==> config.mk <==
export PLATFORM = sky130hd
export DESIGN_NAME = hazard_stall_controller
export DESIGN_NICKNAME = d
export VERILOG_FILES = /design/src/rtl/hazard_stall_controller.sv
export SDC_FILE = /design/constraint.sdc
export NUM_CORES = 1
export LEC_CHECK = 0
export ABC_AREA = 1
export BUFFER_PORTS_ARGS = -buffer_cell sky130_fd_sc_hd__buf_2
export CORE_MARGIN = 2
export CORE_UTILIZATION = 43
export CTS_CLUSTER_SIZE = 14
export DETAILED_ROUTE_END_ITERATION = 10
export GPL_TIMING_DRIVEN = 0
export PLACE_DENSITY = 0.89
export SYNTH_ARGS = -nofsm -noshare
export SYNTH_HDL_FRONTEND = slang
export SYNTH_SLANG_ARGS = --single-unit
==> constraint.sdc <==
create_clock -name clk -period 1.1 [get_ports clk]
set_clock_uncertainty 0.1 [all_clocks]
set_input_delay 0.11 -clock clk [delete_from_list [all_inputs] [get_ports clk]]
set_output_delay 0.11 -clock clk [all_outputs]
set_load 0.005 [all_outputs]
==> src/rtl/hazard_stall_controller.sv <==
// Load-use / branch-operand stall and flush sequencer for the 5-stage MIPS core.
// Optional performance counters are enabled with `define HAZARD_PERF_CNT_EN.
module hazard_stall_controller #(
  parameter int LB_STALLS = 2,
  parameter int CNT_W     = 32
) (
  input  logic       clk,
  input  logic       rst,
  input  logic       ID_EX_MemRead,
  input  logic       ID_EX_RegWrite,
  input  logic [4:0] ID_EX_WriteReg,
  input  logic       EX_MEM_MemRead,
  input  logic [4:0] EX_MEM_WriteReg,
  input  logic [4:0] IF_ID_RegisterRs,
  input  logic [4:0] IF_ID_RegisterRt,
  input  logic       IF_ID_UsesRt,
  input  logic       beq,
  input  logic       bne,
  input  logic       branch_taken,
  input  logic       jump,
  output logic       PCWrite,
  output logic       IF_ID_Write,
  output logic       ID_EX_Bubble,
  output logic       IF_ID_Flush,
  output logic       stall_active
`ifdef HAZARD_PERF_CNT_EN
  ,
  output logic [CNT_W-1:0] stall_cycles,
  output logic [CNT_W-1:0] flush_count
`endif
);

  typedef enum logic {RUN, STALL} state_t;

  localparam logic [1:0] LB_NEED = 2'(LB_STALLS);

  state_t     r_state;
  logic [1:0] r_cnt;

  logic       w_branch;
  logic       w_match_ex;
  logic       w_match_mem;
  logic       w_h_lu;
  logic       w_h_bl;
  logic       w_h_ba;
  logic       w_h_bm;
  logic [1:0] w_need;
  logic       w_stall;

  function automatic logic match_id(input logic [4:0] r, input logic [4:0] rs,
                                    input logic [4:0] rt, input logic uses_rt);
    return (r != 5'd0) && ((r == rs) || (uses_rt && (r == rt)));
  endfunction

  always_comb begin
    w_branch    = beq | bne;
    w_match_ex  = match_id(ID_EX_WriteReg, IF_ID_RegisterRs, IF_ID_RegisterRt, IF_ID_UsesRt);
    w_match_mem = match_id(EX_MEM_WriteReg, IF_ID_RegisterRs, IF_ID_RegisterRt, IF_ID_UsesRt);
    w_h_lu      = ID_EX_MemRead & w_match_ex;
    w_h_bl      = w_branch & w_h_lu;
    w_h_ba      = w_branch & ID_EX_RegWrite & ~ID_EX_MemRead & w_match_ex;
    w_h_bm      = w_branch & EX_MEM_MemRead & w_match_mem;
    // H_BL dominates; LB_STALLS >= 1 so it is also the max when paired with H_BM.
    if (w_h_bl)
      w_need = LB_NEED;
    else if (w_h_lu | w_h_ba | w_h_bm)
      w_need = 2'd1;
    else
      w_need = 2'd0;
    w_stall = (r_state == STALL) || (w_need != 2'd0);
  end

  always_comb begin
    if (rst) begin
      PCWrite      = 1'b0;
      IF_ID_Write  = 1'b0;
      ID_EX_Bubble = 1'b1;
      IF_ID_Flush  = 1'b0;
      stall_active = 1'b0;
    end else if (w_stall) begin
      PCWrite      = 1'b0;
      IF_ID_Write  = 1'b0;
      ID_EX_Bubble = 1'b1;
      IF_ID_Flush  = 1'b0;
      stall_active = 1'b1;
    end else begin
      PCWrite      = 1'b1;
      IF_ID_Write  = 1'b1;
      ID_EX_Bubble = 1'b0;
      IF_ID_Flush  = jump | (w_branch & branch_taken);
      stall_active = 1'b0;
    end
  end

  always_ff @(posedge clk or posedge rst) begin
    if (rst) begin
      r_state <= RUN;
      r_cnt   <= '0;
    end else begin
      case (r_state)
        RUN: begin
          if (w_need > 2'd1) begin
            r_cnt   <= w_need - 2'd1;
            r_state <= STALL;
          end
        end
        STALL: begin
          r_cnt <= r_cnt - 2'd1;
          if (r_cnt == 2'd1)
            r_state <= RUN;
        end
        default: begin
          r_state <= RUN;
          r_cnt   <= '0;
        end
      endcase
    end
  end

`ifdef HAZARD_PERF_CNT_EN
  always_ff @(posedge clk or posedge rst) begin
    if (rst) begin
      stall_cycles <= '0;
      flush_count  <= '0;
    end else begin
      if (stall_active && (stall_cycles != '1))
        stall_cycles <= stall_cycles + 1'b1;
      if (IF_ID_Flush && (flush_count != '1))
        flush_count <= flush_count + 1'b1;
    end
  end
`endif

endmodule

==> metrics.csv, run 1 <==
stage;metric;value;unit
clock_tree;clock-root-buffer;clkbuf_4;
cells_and_area;fin_cells;191;
sta;rsz0062_at_grt;yes;
setup_path;crit_required;0.89;ns
grt;grt_pass1_vias;819;
grt;grt_start_max_net_pins;6;
floorplan;core-area;1320;um2
logic_synthesis;netlist_instances;126;
clock_tree;clock-sinks;3;
logic_synthesis;yosysMostFrequentCell;nand2_1;
setup_path;cp_slowest_cell;nor2_1;
floorplan;row_count;13;
detailed_routing;drt_iter0_drc;91;
floorplan;start_util;46.6;%
logic_synthesis;synth-seq-cells;3;
worst_hold_path;min_path_type;in2reg;
power;p_sw;0.000381;W
worst_hold_path;hold_depth;3;
logic_synthesis;ys_seq_area_share;12.2;%
placed_design;port_buffers;34;
power;power;0.000951;W
sta;period_minus_slack;1.39;ns
logic_synthesis;yosys-top-cells-area;nand2_1 (34%), inv_1 (16%), dfrtp_1 (12%);
clock_tree;cts_tree;done;
logic_synthesis;synth_area_leader_cell;nand2_1;
grt;grt_pass1_wl;3.31;mm
cells_and_area;area_growth_syn_to_layout;95.9;%
power;pwr-share-seq;18.5;%
logic_synthesis;synth_ff_type;dfrtp_1;
setup_path;path_delay_family;simple AND/OR/NAND/NOR gates;
clock_tree;clk_path_buf_depth;2;
clock_tree;cts_made_buffers;3;
logic_synthesis;syn-num-nets;157;
setup_path;setup.worst_path.end_class;output port;
detailed_routing;vias_per_cell;5.47;
power;swShare;40.1;%
cells_and_area;diodes;0;
grt;grt_use_total;23.6;%
setup_path;cp-start-kind;input pin;
cells_and_area;drive_gt1_share;49.4;%
setup_path;cpPeakStageDelay;0.16;ns
sta;clock.fmax;0.718;GHz
power;pwr-share-clk;19.2;%
detailed_routing;vias;1044;
detailed_routing;wl_per_cell;15.9;um
setup_path;worstPathBufferInverterCount;5;
detailed_routing;route.antenna.remaining_nets;0;
floorplan;die_area;1750;um2
logic_synthesis;netlist.area_leader.share;34.2;%
setup_path;path_depth;12;
grt;grt_overflow;0;
setup_path;ff2ff_path_depth;3;
logic_synthesis;synth_edf_count;0;
sta;max-slew-margin-rel;80.6;%
floorplan;dieHeight;41.8;um
clock_tree;clk_latency;0.22;ns
sta;holdWs;0.174;ns
cells_and_area;nNetsFinal;208;
grt;antenna_found_initial;0;
power;irDropWorstVdd;0.854;mV
power;p_comb_share;62.2;%
cells_and_area;n_fill_cell;54;
power;p_leak;0.696;nW
logic_synthesis;synth_cell_types;17;
logic_synthesis;synthArstFlopShare;100;%
setup_path;critical_path_class;in2out;
detailed_routing;dr.pass1.iters;5;
setup_path;arrival;1.18;ns
sta;finalHoldViolCount;0;
power;power-per-cell-area;790;nW/um2
detailed_routing;drc;0;
placed_design;place.gp.congestion;0.870;
placed_design;dp_hpwl;1.34;mm
logic_synthesis;synth_area_per_cell;4.88;um2
detailed_routing;routed_wl;3.03;mm
sta;worst_slack;-0.293;ns
placed_design;pre_cts_slack;-0.293;ns
logic_synthesis;synthesis.area;614;um2
logic_synthesis;ys.warnings.count;0;
setup_path;cp_max_fo;3;
floorplan;ioPinCount;35;
floorplan;die_w;41.8;um
power;internal_power;0.000570;W
sta;worstMarginPinSlew;0.289;ns
sta;period_share;127;%
flow_run;drv_cap;0;
placed_design;dp_cells;175;
logic_synthesis;synthTopCellsByCount;nand2_1 (56), inv_1 (26), nor2_1 (16), nand3_1 (9), dfrtp_1 (3);
status;violations;negative setup slack;
sta;slew_violations;0;
clock_tree;htree_levels;1;
cells_and_area;final_area;1200;um2
sta;finalSetupViolCount;8;
status;status;finished, violations left;
placed_design;placed_area;803;um2
setup_path;crit_path_cell_trace;buf_6 -> inv_2 -> nand2_1 -> nand2_1 -> nor2_1 -> nand3_1 -> nand2_1 -> nand3_2 -> nand4_4 -> inv_2 -> buf_6 -> buf_6;
clock_tree;clkTransAtPathRegs;0.03;ns
## tightest hold or removal path, delay by kind of cell
family / cells / cell delay [ns]
buffers and inverters: 1 / 0.15
and+or+nand+nor: 1 / 0.11
muxes: 1 / 0.07
## kinds of logic (layout without fill, tap and decap cells)
logic type,count (synthesis),after routing,share of synthesized area (%)
compound gates,3,3,3.66
xor+xnor,2,2,2.85
fa+ha+maj,1,1,2.04
buf+inv,29,79,18.3
flops,3,3,12.2
mux,1,1,1.63
simple gates,87,87,59.3
## power groups by stage
stage	sequential, W	combinational, W	clock (W)
5_1_grt	0.000178	0.000630	0.000204
3_5_place_dp	0.000173	0.000350	0
3_3_place_gp	0.000170	0.000326	0
6_report	0.000176	0.000592	0.000183
4_1_cts	0.000169	0.000429	0.000189
2_1_floorplan	0.000168	0.000210	0
## metrics by stage
| step | setup TNS (ns) | utilization, % |
|---|---|---|
| 4_1_cts | -0.995 | 76.4 |
| 3_5_place_dp | -1.12 | 61.0 |
| 3_3_place_gp | -0.980 | 61.0 |
| 6_report | -1.72 | 91.4 |
| 5_1_grt | -2.16 | 91.4 |
| 2_1_floorplan | 0 | - |
## flip-flops by register name, summed over array words and instances, names as in the netlist
| name | flops |
|---|---|
| r_cnt | 2 |
| r_state | 1 |
## area by class of cell
cell class	count	area [um2]	share of cell area, %
buffer	1	11.3	0.936
clock buffer	4	26.3	2.18
inverter	28	130	10.8
multi-input combinational	94	528	43.9
sequential	3	75.1	6.24
tap	15	18.8	1.56
timing repair buffer	46	414	34.4
## repair_timing
action	in CTS	in global routing
setup endpoints to repair	5	8
resized for setup	31	56
endpoints found under the hold margin	3	0
pin swaps	17	27
hold buffers	1	0
buffers inserted	9	6
## routing by layer
metal  global-route usage [%]  vias to the layer above  wire length [um]
met1                     30.1                      461              1140
met5                        0                        -                 0
met4                     6.45                        0               148
li1                         -                      481                 -
met2                     40.9                       84              1440
met3                     3.48                       18               307
## placed cells by master, fill, tap and decap left out, drive strengths merged
master        n
o21ai         1
mux2i         1
nor3          2
nand2        57
clkinv        1
nand3         9
a21oi         1
nand3b        1
ha            1
xnor2         2
nor2         16
inv          27
nand4         2
dlygate4sd3   1
dfrtp         3
o211ai        1
clkbuf        4
buf          46
## worst paths after layout
| kind | start | endpoint | slack (ns) |
|---|---|---|---|
| max in group asynchronous | rst | r_state | 0.41 |
| setup / recovery | IF_ID_RegisterRs[3] | PCWrite | -0.29 |
| hold / removal | ID_EX_MemRead | r_state | 0.17 |
| min in group asynchronous | rst | r_cnt[0] | 0.34 |
| setup reg to reg | r_cnt[0] | r_cnt[1] | 0.01 |
| hold reg to reg | r_cnt[1] | r_cnt[1] | 0.46 |
No activity file was read; power rests on OpenSTA's default activity.
==> run 2, diff against run 1 <==
- CORE_UTILIZATION: 43 -> 36
- PLACE_DENSITY: 0.89 -> 0.79
==> metrics.csv, run 2 (synthesis results as in run 1) <==
stage;metric;value;unit
floorplan;die_w;45.3;um
setup_path;arrival;1.11;ns
placed_design;placed_area;805;um2
sta;slew_violations;0;
detailed_routing;vias_per_cell;4.91;
detailed_routing;vias;918;
cells_and_area;nNetsFinal;203;
clock_tree;clkTransAtPathRegs;0.04;ns
grt;grt_pass1_vias;782;
cells_and_area;diodes;0;
placed_design;dp_hpwl;1.40;mm
sta;worstMarginPinSlew;0.205;ns
cells_and_area;final_cell_mix;nand2_1 (46), buf_2 (15), inv_2 (12), nor2_1 (12);
grt;grt_pass1_wl;2.88;mm
sta;holdWs;0.126;ns
cells_and_area;top_regs;r_cnt x2, r_state x1;
setup_path;setup.worst_path.end_class;output port;
sta;finalHoldViolCount;0;
grt;antenna_found_initial;0;
cells_and_area;n_fill_cell;117;
setup_path;crit_required;0.89;ns
cells_and_area;top_register;r_cnt;
clock_tree;htree_levels;1;
setup_path;cp_max_fo;4;
setup_path;path_delay_family;simple AND/OR/NAND/NOR gates;
setup_path;cpPeakStageDelay;0.12;ns
cells_and_area;final_area;1100;um2
clock_tree;clock-sinks;3;
clock_tree;clk_path_buf_depth;2;
worst_hold_path;whs_endpoint;r_state;
cells_and_area;layout_commonest_cell;nand2_1;
cells_and_area;drive_gt1_share;48.0;%
detailed_routing;dr.pass1.iters;4;
floorplan;ioPinCount;35;
power;power-per-cell-area;765;nW/um2
flow_run;drv_cap;0;
grt;grt_start_max_net_pins;6;
clock_tree;cts_tree;done;
detailed_routing;routed_wl;1.96;mm
status;violations;negative setup slack;
detailed_routing;route.antenna.remaining_nets;0;
power;p_leak;0.648;nW
setup_path;crit_path_cell_trace;buf_8 -> nand2_2 -> nand2_1 -> nor2_1 -> nand3_1 -> nand2_2 -> o211ai_2 -> nand4_4 -> inv_2 -> buf_6 -> buf_6;
clock_tree;clk_latency;0.22;ns
setup_path;timing.rr.end;r_cnt[1];
grt;grt_overflow;0;
sta;finalSetupViolCount;5;
setup_path;worstPathBufferInverterCount;4;
floorplan;die_area;2050;um2
worst_hold_path;min-delay-start;ID_EX_MemRead;
detailed_routing;drt_iter0_drc;14;
floorplan;dieHeight;45.3;um
worst_hold_path;hold_depth;3;
setup_path;cp_slowest_cell;nor2_1;
cells_and_area;fin_cells;187;
placed_design;port_buffers;34;
detailed_routing;drc;0;
setup_path;cp-start-kind;input pin;
sta;period_share;120;%
detailed_routing;wl_per_cell;10.5;um
placed_design;dp_cells;176;
sta;clock.fmax;0.758;GHz
power;irDropWorstVdd;0.724;mV
sta;rsz0062_at_grt;yes;
sta;period_minus_slack;1.32;ns
setup_path;r2r_start;r_cnt[0];
setup_path;critical_path_class;in2out;
cells_and_area;largest_reg_flops;2;
sta;max-slew-margin-rel;86.3;%
worst_hold_path;min_path_type;in2reg;
floorplan;start_util;39.4;%
setup_path;r2r_slack;0.07;ns
status;status;finished, violations left;
cells_and_area;area_growth_syn_to_layout;78.6;%
floorplan;core-area;1560;um2
clock_tree;clock-root-buffer;clkbuf_4;
sta;worst_slack;-0.219;ns
placed_design;place.gp.congestion;0.839;
clock_tree;cts_made_buffers;3;
grt;grt_use_total;18.4;%
setup_path;ff2ff_path_depth;3;
floorplan;row_count;14;
-- run 2: worst min-delay path, cell delays in order --
cell     delay (ns)
buf_2          0.12
nand4_2        0.10
mux2i_1        0.07
-- run 2: layout make-up --
class	count	area [um2]	area share, %
inverter	28	118	10.7
timing repair buffer	41	355	32.4
sequential	3	75.1	6.84
multi-input combinational	94	492	44.8
tap	16	20.0	1.82
buffer	1	11.3	1.03
clock buffer	4	26.3	2.39
-- run 2: repair_timing --
action                                  CTS  global route
hold buffers                              1             0
pin swaps                                20            18
hold endpoints to repair                  3             0
gates resized for setup                  37            35
gates cloned                              0             0
setup buffers                             5             1
endpoints found under the setup margin    5             6
-- run 2: power by group --
part           switching (W)  internal [W]
clock              0.0000465      0.000135
combinational       0.000232      0.000253
sequential         0.0000246      0.000148
-- run 2: worst max-delay path by stage --
stage	slack (ns)	end	depth (start not counted)	startpoint
floorplan	0.02	PCWrite	10	ID_EX_WriteReg[0]
global placement	-0.29	PCWrite	12	EX_MEM_WriteReg[3]
detailed placement	-0.29	PCWrite	12	EX_MEM_WriteReg[3]
CTS	-0.21	PCWrite	12	ID_EX_WriteReg[1]
global route	-0.30	PCWrite	11	ID_EX_WriteReg[3]
finish	-0.22	PCWrite	11	ID_EX_WriteReg[3]
-- run 2: through the flow --
stage / setup TNS, ns / setup WS [ns] / utilization (%) / total power, W
6_report: -0.837 / -0.219 / 70.4 / 0.000839
5_1_grt: -1.32 / -0.301 / 70.4 / 0.000925
4_1_cts: -0.685 / -0.214 / 63.3 / 0.000785
3_5_place_dp: -1.25 / -0.294 / 51.6 / 0.000519
3_3_place_gp: -1.05 / -0.287 / 51.6 / 0.000498
2_1_floorplan: 0 / 0.0204 / - / 0.000378
-- run 2: routing by layer --
metal  vias up  global-route usage, %  share of wire (%)
li1        465                      -                  -
met1       417                   23.6                 39
met2        34                   32.6                 54
met3         2                   2.80                6.6
met4         0                   3.53               0.36
met5         -                      0                  0
